**src/rtl/multicycle_pkg.sv**
```systemverilog
// multicycle_pkg: shared types and encodings for the multicycle MIPS control path.
//   state_t     - control FSM states
//   OP_*        - IR[31:26] opcodes
//   FUNCT_*     - IR[5:0] R-type function codes
//   ALU_*       - ALU operation encodings driven on alu_ctrl
//   SRCB_*      - ALU B-operand mux encodings
//   PCSRC_*     - next-PC mux encodings
// Optional feature macro used by the top: MULTICYCLE_CTRL_BNE_EN.
package multicycle_pkg;

   typedef enum logic [3:0] {
      FETCH   = 4'd0,
      DECODE  = 4'd1,
      MEMADR  = 4'd2,
      MEMRD   = 4'd3,
      MEMWB   = 4'd4,
      MEMWR   = 4'd5,
      EXECUTE = 4'd6,
      ALUWB   = 4'd7,
      BRANCH  = 4'd8,
      ADDIEX  = 4'd9,
      ADDIWB  = 4'd10,
      JUMP    = 4'd11
   } state_t;

   localparam logic [5:0] OP_RTYPE = 6'b000000;
   localparam logic [5:0] OP_LW    = 6'b100011;
   localparam logic [5:0] OP_SW    = 6'b101011;
   localparam logic [5:0] OP_BEQ   = 6'b000100;
   localparam logic [5:0] OP_BNE   = 6'b000101;
   localparam logic [5:0] OP_ADDI  = 6'b001000;
   localparam logic [5:0] OP_J     = 6'b000010;

   localparam logic [5:0] FUNCT_ADD = 6'd32;
   localparam logic [5:0] FUNCT_SUB = 6'd34;
   localparam logic [5:0] FUNCT_AND = 6'd36;
   localparam logic [5:0] FUNCT_OR  = 6'd37;
   localparam logic [5:0] FUNCT_SLT = 6'd42;

   localparam logic [2:0] ALU_ADD = 3'b010;
   localparam logic [2:0] ALU_SUB = 3'b110;
   localparam logic [2:0] ALU_AND = 3'b000;
   localparam logic [2:0] ALU_OR  = 3'b001;
   localparam logic [2:0] ALU_SLT = 3'b111;

   localparam logic [1:0] SRCB_B     = 2'b00;
   localparam logic [1:0] SRCB_FOUR  = 2'b01;
   localparam logic [1:0] SRCB_IMM   = 2'b10;
   localparam logic [1:0] SRCB_IMMSH = 2'b11;

   localparam logic [1:0] PCSRC_ALU    = 2'b00;
   localparam logic [1:0] PCSRC_ALUOUT = 2'b01;
   localparam logic [1:0] PCSRC_JUMP   = 2'b10;

   // True for opcodes that compute an address in MEMADR.
   function automatic logic is_mem_op(input logic [5:0] op);
      return (op == OP_LW) || (op == OP_SW);
   endfunction

endpackage

```
**src/rtl/mc_aludec.sv**
```systemverilog
// mc_aludec: R-type funct decoder.
//   funct       in  6  IR[5:0]
//   alu_ctrl    out 3  ALU operation for the funct (add when not legal)
//   funct_legal out 1  funct is one of add/sub/and/or/slt
module mc_aludec
   import multicycle_pkg::*;
(
   input  logic [5:0] funct,
   output logic [2:0] alu_ctrl,
   output logic       funct_legal
);

   always_comb begin
      alu_ctrl    = ALU_ADD;
      funct_legal = 1'b1;
      case (funct)
         FUNCT_ADD: alu_ctrl = ALU_ADD;
         FUNCT_SUB: alu_ctrl = ALU_SUB;
         FUNCT_AND: alu_ctrl = ALU_AND;
         FUNCT_OR:  alu_ctrl = ALU_OR;
         FUNCT_SLT: alu_ctrl = ALU_SLT;
         default:   funct_legal = 1'b0;
      endcase
   end

endmodule

```
**src/rtl/multicycle_ctrl.sv**
```systemverilog
// multicycle_ctrl: main control FSM for the multicycle MIPS datapath.
// Sequences lw, sw, R-type, addi, beq, j (and bne when MULTICYCLE_CTRL_BNE_EN is defined)
// and waits on mem_ready for every memory access.
//   clk, reset                 clock (rising edge), async active-low reset
//   opcode, funct, zero        instruction fields and ALU zero flag
//   mem_ready                  memory access completes this cycle
//   iord, mem_write, ir_write  memory address select / write enable / IR load
//   reg_dst, mem_to_reg        register write destination / write-back source
//   reg_write                  register file write enable
//   alu_src_a, alu_src_b       ALU operand selects
//   alu_ctrl                   ALU operation
//   pc_src, pc_en              next-PC select and PC enable
//   illegal_op                 one-cycle pulse in DECODE for unsupported opcode/funct
// Parameter USE_MEM_READY: 0 makes every memory access complete in one cycle.
// Macro MULTICYCLE_CTRL_BNE_EN: enables bne through the BRANCH state.
module multicycle_ctrl
   import multicycle_pkg::*;
#(
   parameter bit USE_MEM_READY = 1'b1
) (
   input  logic       clk,
   input  logic       reset,
   input  logic [5:0] opcode,
   input  logic [5:0] funct,
   input  logic       zero,
   input  logic       mem_ready,
   output logic       iord,
   output logic       mem_write,
   output logic       ir_write,
   output logic       reg_dst,
   output logic       mem_to_reg,
   output logic       reg_write,
   output logic       alu_src_a,
   output logic [1:0] alu_src_b,
   output logic [2:0] alu_ctrl,
   output logic [1:0] pc_src,
   output logic       pc_en,
   output logic       illegal_op
);

   state_t     state_q, state_d;
   logic [2:0] dec_alu_ctrl;
   logic       funct_legal;
   logic       mem_rdy;
   logic       branch_taken;

   mc_aludec u_aludec (
      .funct       (funct),
      .alu_ctrl    (dec_alu_ctrl),
      .funct_legal (funct_legal)
   );

   assign mem_rdy = USE_MEM_READY ? mem_ready : 1'b1;

`ifdef MULTICYCLE_CTRL_BNE_EN
   assign branch_taken = (opcode == OP_BNE) ? ~zero : zero;
`else
   assign branch_taken = zero;
`endif

   always_ff @(posedge clk or negedge reset) begin
      if (!reset) begin
         state_q <= FETCH;
      end else begin
         state_q <= state_d;
      end
   end

   always_comb begin
      state_d    = state_q;
      iord       = 1'b0;
      mem_write  = 1'b0;
      ir_write   = 1'b0;
      reg_dst    = 1'b0;
      mem_to_reg = 1'b0;
      reg_write  = 1'b0;
      alu_src_a  = 1'b0;
      alu_src_b  = SRCB_B;
      alu_ctrl   = ALU_AND;
      pc_src     = PCSRC_ALU;
      pc_en      = 1'b0;
      illegal_op = 1'b0;

      case (state_q)
         FETCH: begin
            // PC + 4 computed alongside the instruction read; both commit on mem_rdy.
            alu_src_b = SRCB_FOUR;
            alu_ctrl  = ALU_ADD;
            ir_write  = mem_rdy;
            pc_en     = mem_rdy;
            if (mem_rdy) state_d = DECODE;
         end
         DECODE: begin
            // Branch target precomputed into ALUOut.
            alu_src_b = SRCB_IMMSH;
            alu_ctrl  = ALU_ADD;
            case (opcode)
               OP_LW, OP_SW: state_d = MEMADR;
               OP_RTYPE: begin
                  if (funct_legal) begin
                     state_d = EXECUTE;
                  end else begin
                     state_d    = FETCH;
                     illegal_op = 1'b1;
                  end
               end
               OP_BEQ:  state_d = BRANCH;
`ifdef MULTICYCLE_CTRL_BNE_EN
               OP_BNE:  state_d = BRANCH;
`endif
               OP_ADDI: state_d = ADDIEX;
               OP_J:    state_d = JUMP;
               default: begin
                  state_d    = FETCH;
                  illegal_op = 1'b1;
               end
            endcase
         end
         MEMADR: begin
            alu_src_a = 1'b1;
            alu_src_b = SRCB_IMM;
            alu_ctrl  = ALU_ADD;
            if (!is_mem_op(opcode)) state_d = FETCH;
            else if (opcode == OP_LW) state_d = MEMRD;
            else                      state_d = MEMWR;
         end
         MEMRD: begin
            iord = 1'b1;
            if (mem_rdy) state_d = MEMWB;
         end
         MEMWB: begin
            mem_to_reg = 1'b1;
            reg_write  = 1'b1;
            state_d    = FETCH;
         end
         MEMWR: begin
            // Held for the whole wait so the memory sees a stable request.
            iord      = 1'b1;
            mem_write = 1'b1;
            if (mem_rdy) state_d = FETCH;
         end
         EXECUTE: begin
            alu_src_a = 1'b1;
            alu_src_b = SRCB_B;
            alu_ctrl  = dec_alu_ctrl;
            state_d   = ALUWB;
         end
         ALUWB: begin
            reg_dst   = 1'b1;
            reg_write = 1'b1;
            state_d   = FETCH;
         end
         BRANCH: begin
            alu_src_a = 1'b1;
            alu_src_b = SRCB_B;
            alu_ctrl  = ALU_SUB;
            pc_src    = PCSRC_ALUOUT;
            pc_en     = branch_taken;
            state_d   = FETCH;
         end
         ADDIEX: begin
            alu_src_a = 1'b1;
            alu_src_b = SRCB_IMM;
            alu_ctrl  = ALU_ADD;
            state_d   = ADDIWB;
         end
         ADDIWB: begin
            reg_write = 1'b1;
            state_d   = FETCH;
         end
         JUMP: begin
            pc_src  = PCSRC_JUMP;
            pc_en   = 1'b1;
            state_d = FETCH;
         end
         default: state_d = FETCH;
      endcase

      // Reset blocks every side effect immediately, even mid-cycle.
      if (!reset) begin
         mem_write  = 1'b0;
         ir_write   = 1'b0;
         reg_write  = 1'b0;
         pc_en      = 1'b0;
         illegal_op = 1'b0;
      end
   end

endmodule

```
**config.mk**
```make
export PLATFORM = sky130hd
export DESIGN_NAME = multicycle_ctrl
export DESIGN_NICKNAME = d
export VERILOG_FILES = /design/src/rtl/multicycle_pkg.sv /design/src/rtl/mc_aludec.sv /design/src/rtl/multicycle_ctrl.sv
export SDC_FILE = /design/constraint.sdc
export NUM_CORES = 1
export LEC_CHECK = 0
export ABC_AREA = 1
export BUFFER_PORTS_ARGS = -buffer_cell sky130_fd_sc_hd__buf_4
export CORE_AREA = 5 5 42 44
export CTS_BUF_LIST = sky130_fd_sc_hd__clkbuf_8
export DETAILED_ROUTE_END_ITERATION = 7
export DIE_AREA = 0 0 47 49
export PLACE_DENSITY_LB_ADDON = 0.2
export REMOVE_ABC_BUFFERS = 1
export SLEW_MARGIN = 30
export SYNTH_ARGS = -nofsm -noshare
export SYNTH_HDL_FRONTEND = slang
export SYNTH_SLANG_ARGS = --single-unit
```
**constraint.sdc**
```tcl
create_clock -name clk -period 2.83 [get_ports clk]
set_clock_uncertainty 0.05 [all_clocks]
set_input_delay 0.283 -clock clk [delete_from_list [all_inputs] [get_ports clk]]
set_output_delay 0.283 -clock clk [all_outputs]
set_load 0.01 [all_outputs]
```
==> metrics.cfg <==
[clock_tree]
clk_latency_ps = 220
cts.sinks = 4
htree_levels = 1
cts-root-buf = clkbuf_8
clk_path_buf_depth = 2
clk_pin_slew_ps = 30
cts_tree = done
cts_buffers = 3

[power]
pwr-share-seq = 0.168
power.share.switching = 0.438
clkPwrFrac = 0.235
p_int_mw = 0.292
p_per_area_nw_per_um2 = 549
combPwrFrac = 0.597
leakagePower_nw = 0.664
ir_worst_vdd_mv = 0.352
power.switching_mw = 0.228
power_mw = 0.520

[logic_synthesis]
yosysWarnings = 0
seq_area_frac_synth = 0.156
synth-seq-cells = 4
synth_cell_types = 15
syn_area_um2 = 643
synth_area_per_cell_um2 = 4.84
synth_cells = 133

[flow_run]
maxCapViolCount = 0

[route]
drc_errors = 0
drt-initial-drc-count = 8
drtAntennaViolNets = 0
dr_total_vias = 867
first_pass_iters = 4
totalWireLength_mm = 1.77
vias_per_cell = 4.71
wire_per_inst_um = 9.63

[setup_path]
reg2reg_slack_ps = 1540
crit_path_start = state_q[3]
endpoint_kind = output pin
crit_fanout = 6
crit_path_end = alu_ctrl[1]
arrival_ps = 1450
worstReg2RegEnd = state_q[1]
required_ps = 2500
r2r-start = state_q[1]
path_class = reg2out
worst-r2r-cell-count = 7
cp-start-kind = flip-flop

[final_layout]
filler_cell_count = 136
fin_nets = 186
antenna_cells = 0
reg_top3 = state_q: 4 flops
max_flop_register = state_q
largest_reg_flops = 4
final_util = 0.676
area_growth_pct = 47.3
drive_gt1_frac = 0.280

[status]
status = complete, no violations

[floorplanning]
dieArea_um2 = 2300
die_w_um = 47
row_count = 14
dieHeight_um = 49
start_util = 0.459
core-area_um2 = 1400
io_pins = 32

[sta]
setup_tns_ps = 0
max_freq_mhz = 562
tightest_slew_ps = 253
rsz0062_at_grt = false
fin_crit_sh = 0.629
slew_headroom = 0.830
slew_violations = 0
layout_min_cycle_time_ps = 1780
setup_violations = 0
setup_ws_ps = 1050
timing_hold_violations_final = 0

[min_path]
holdPathStages = 4
hold_path_class = in2reg

[global_route]
grt_pass1_wl_mm = 2.86
grt-ovfl-total = 0
grt_usage = 0.159
grt_start_max_net_pins = 8
antenna_found_initial = 0
grt_pass1_vias = 774

[place]
pre_cts_slack_ps = 1270
dpl.hpwl_mm = 1.52
gp_congestion = 0.827
portBuffers = 31

==> layout by cell type (no fill, tap or decap), drive strengths merged <==
cell,Yosys,final
nand4,4,4
buf,0,31
a31oi,1,1
clkbuf,0,3
nor2,29,29
dlygate4sd3,0,1
inv,31,31
nand3,10,10
nand2,49,49
nor3,1,1
a21oi,3,3
o21ai,1,1
dfrtp,4,4
==> critical path, cell delays in order, from the launching register on <==
cell and delay [ps]:
dfrtp_1 410, nor2_2 250, inv_2 90, nor2_4 170, inv_1 70, nand4_1 110, buf_4 130
==> worst min-delay path by stage <==
stage                         start    endpoint  slack, ps
after global routing      mem_ready  state_q[0]        350
after floorplan               reset  state_q[0]        -60
after CTS                 mem_ready  state_q[0]        340
after global placement        reset  state_q[0]         40
final                     mem_ready  state_q[0]        350
after detailed placement      reset  state_q[2]         50
==> metrics by stage <==
step | hold WS, ps | instances | instance area (um2)
final | 347 | 184 | 947
after global routing | 355 | 184 | 947
after floorplan | -62.6 | 133 | 643
after global placement | 44.5 | 180 | 896
after detailed placement | 45.9 | 180 | 896
after CTS | 341 | 184 | 947
==> layout make-up <==
cell class | instances | area (um2) | share of cell area
tap | 16 | 20.0 | 0.0211
multi-input combinational | 98 | 427 | 0.450
timing repair buffer | 32 | 243 | 0.256
clock buffer | 3 | 41.3 | 0.0436
inverter | 31 | 116 | 0.123
sequential | 4 | 100 | 0.106
==> timing repair <==
| item | 4_1_cts | 5_1_grt |
|---|---|---|
| gates resized for setup | 0 | 0 |
| hold endpoints to repair | 4 | 0 |
| setup endpoints to repair | 0 | 0 |
| hold buffers | 1 | 0 |
| buffers inserted | 0 | 0 |
==> per-layer routing <==
layer	up-vias	routed length (um)	track usage
met5	-	0	0
met4	0	16	0.0553
met3	2	147	0.0258
met2	22	850	0.271
met1	376	757	0.192
li1	467	-	-
==> power by group through the flow <==
stage	combinational [mW]	sequential (mW)	clock (mW)
6_report	0.310	0.0873	0.122
5_1_grt	0.347	0.0892	0.130
4_1_cts	0.314	0.0871	0.125
3_5_place_dp	0.312	0.0877	0
3_3_place_gp	0.305	0.0866	0
2_1_floorplan	0.193	0.0841	0
==> cells in the mapped netlist (all sizes together) <==
| master | number | area (um2) |
|---|---|---|
| dfrtp | 4 | 100 |
| nor2 | 29 | 126 |
| o21ai | 1 | 5.00 |
| a21oi | 3 | 15.0 |
| nand2 | 49 | 189 |
| inv | 31 | 116 |
| a31oi | 1 | 6.26 |
| nor3 | 1 | 5.00 |
| nand3 | 10 | 55.1 |
| nand4 | 4 | 25.0 |
==> kinds of logic (layout without fill, tap and decap cells) <==
kind of cell	count (synthesis)	after routing	synth area share
DFF	4	4	0.156
and+or+nand+nor	93	93	0.623
AOI/OAI and AO/OA	5	5	0.0408
buffers and inverters	31	66	0.181
No activity file was read; power rests on OpenSTA's default activity.
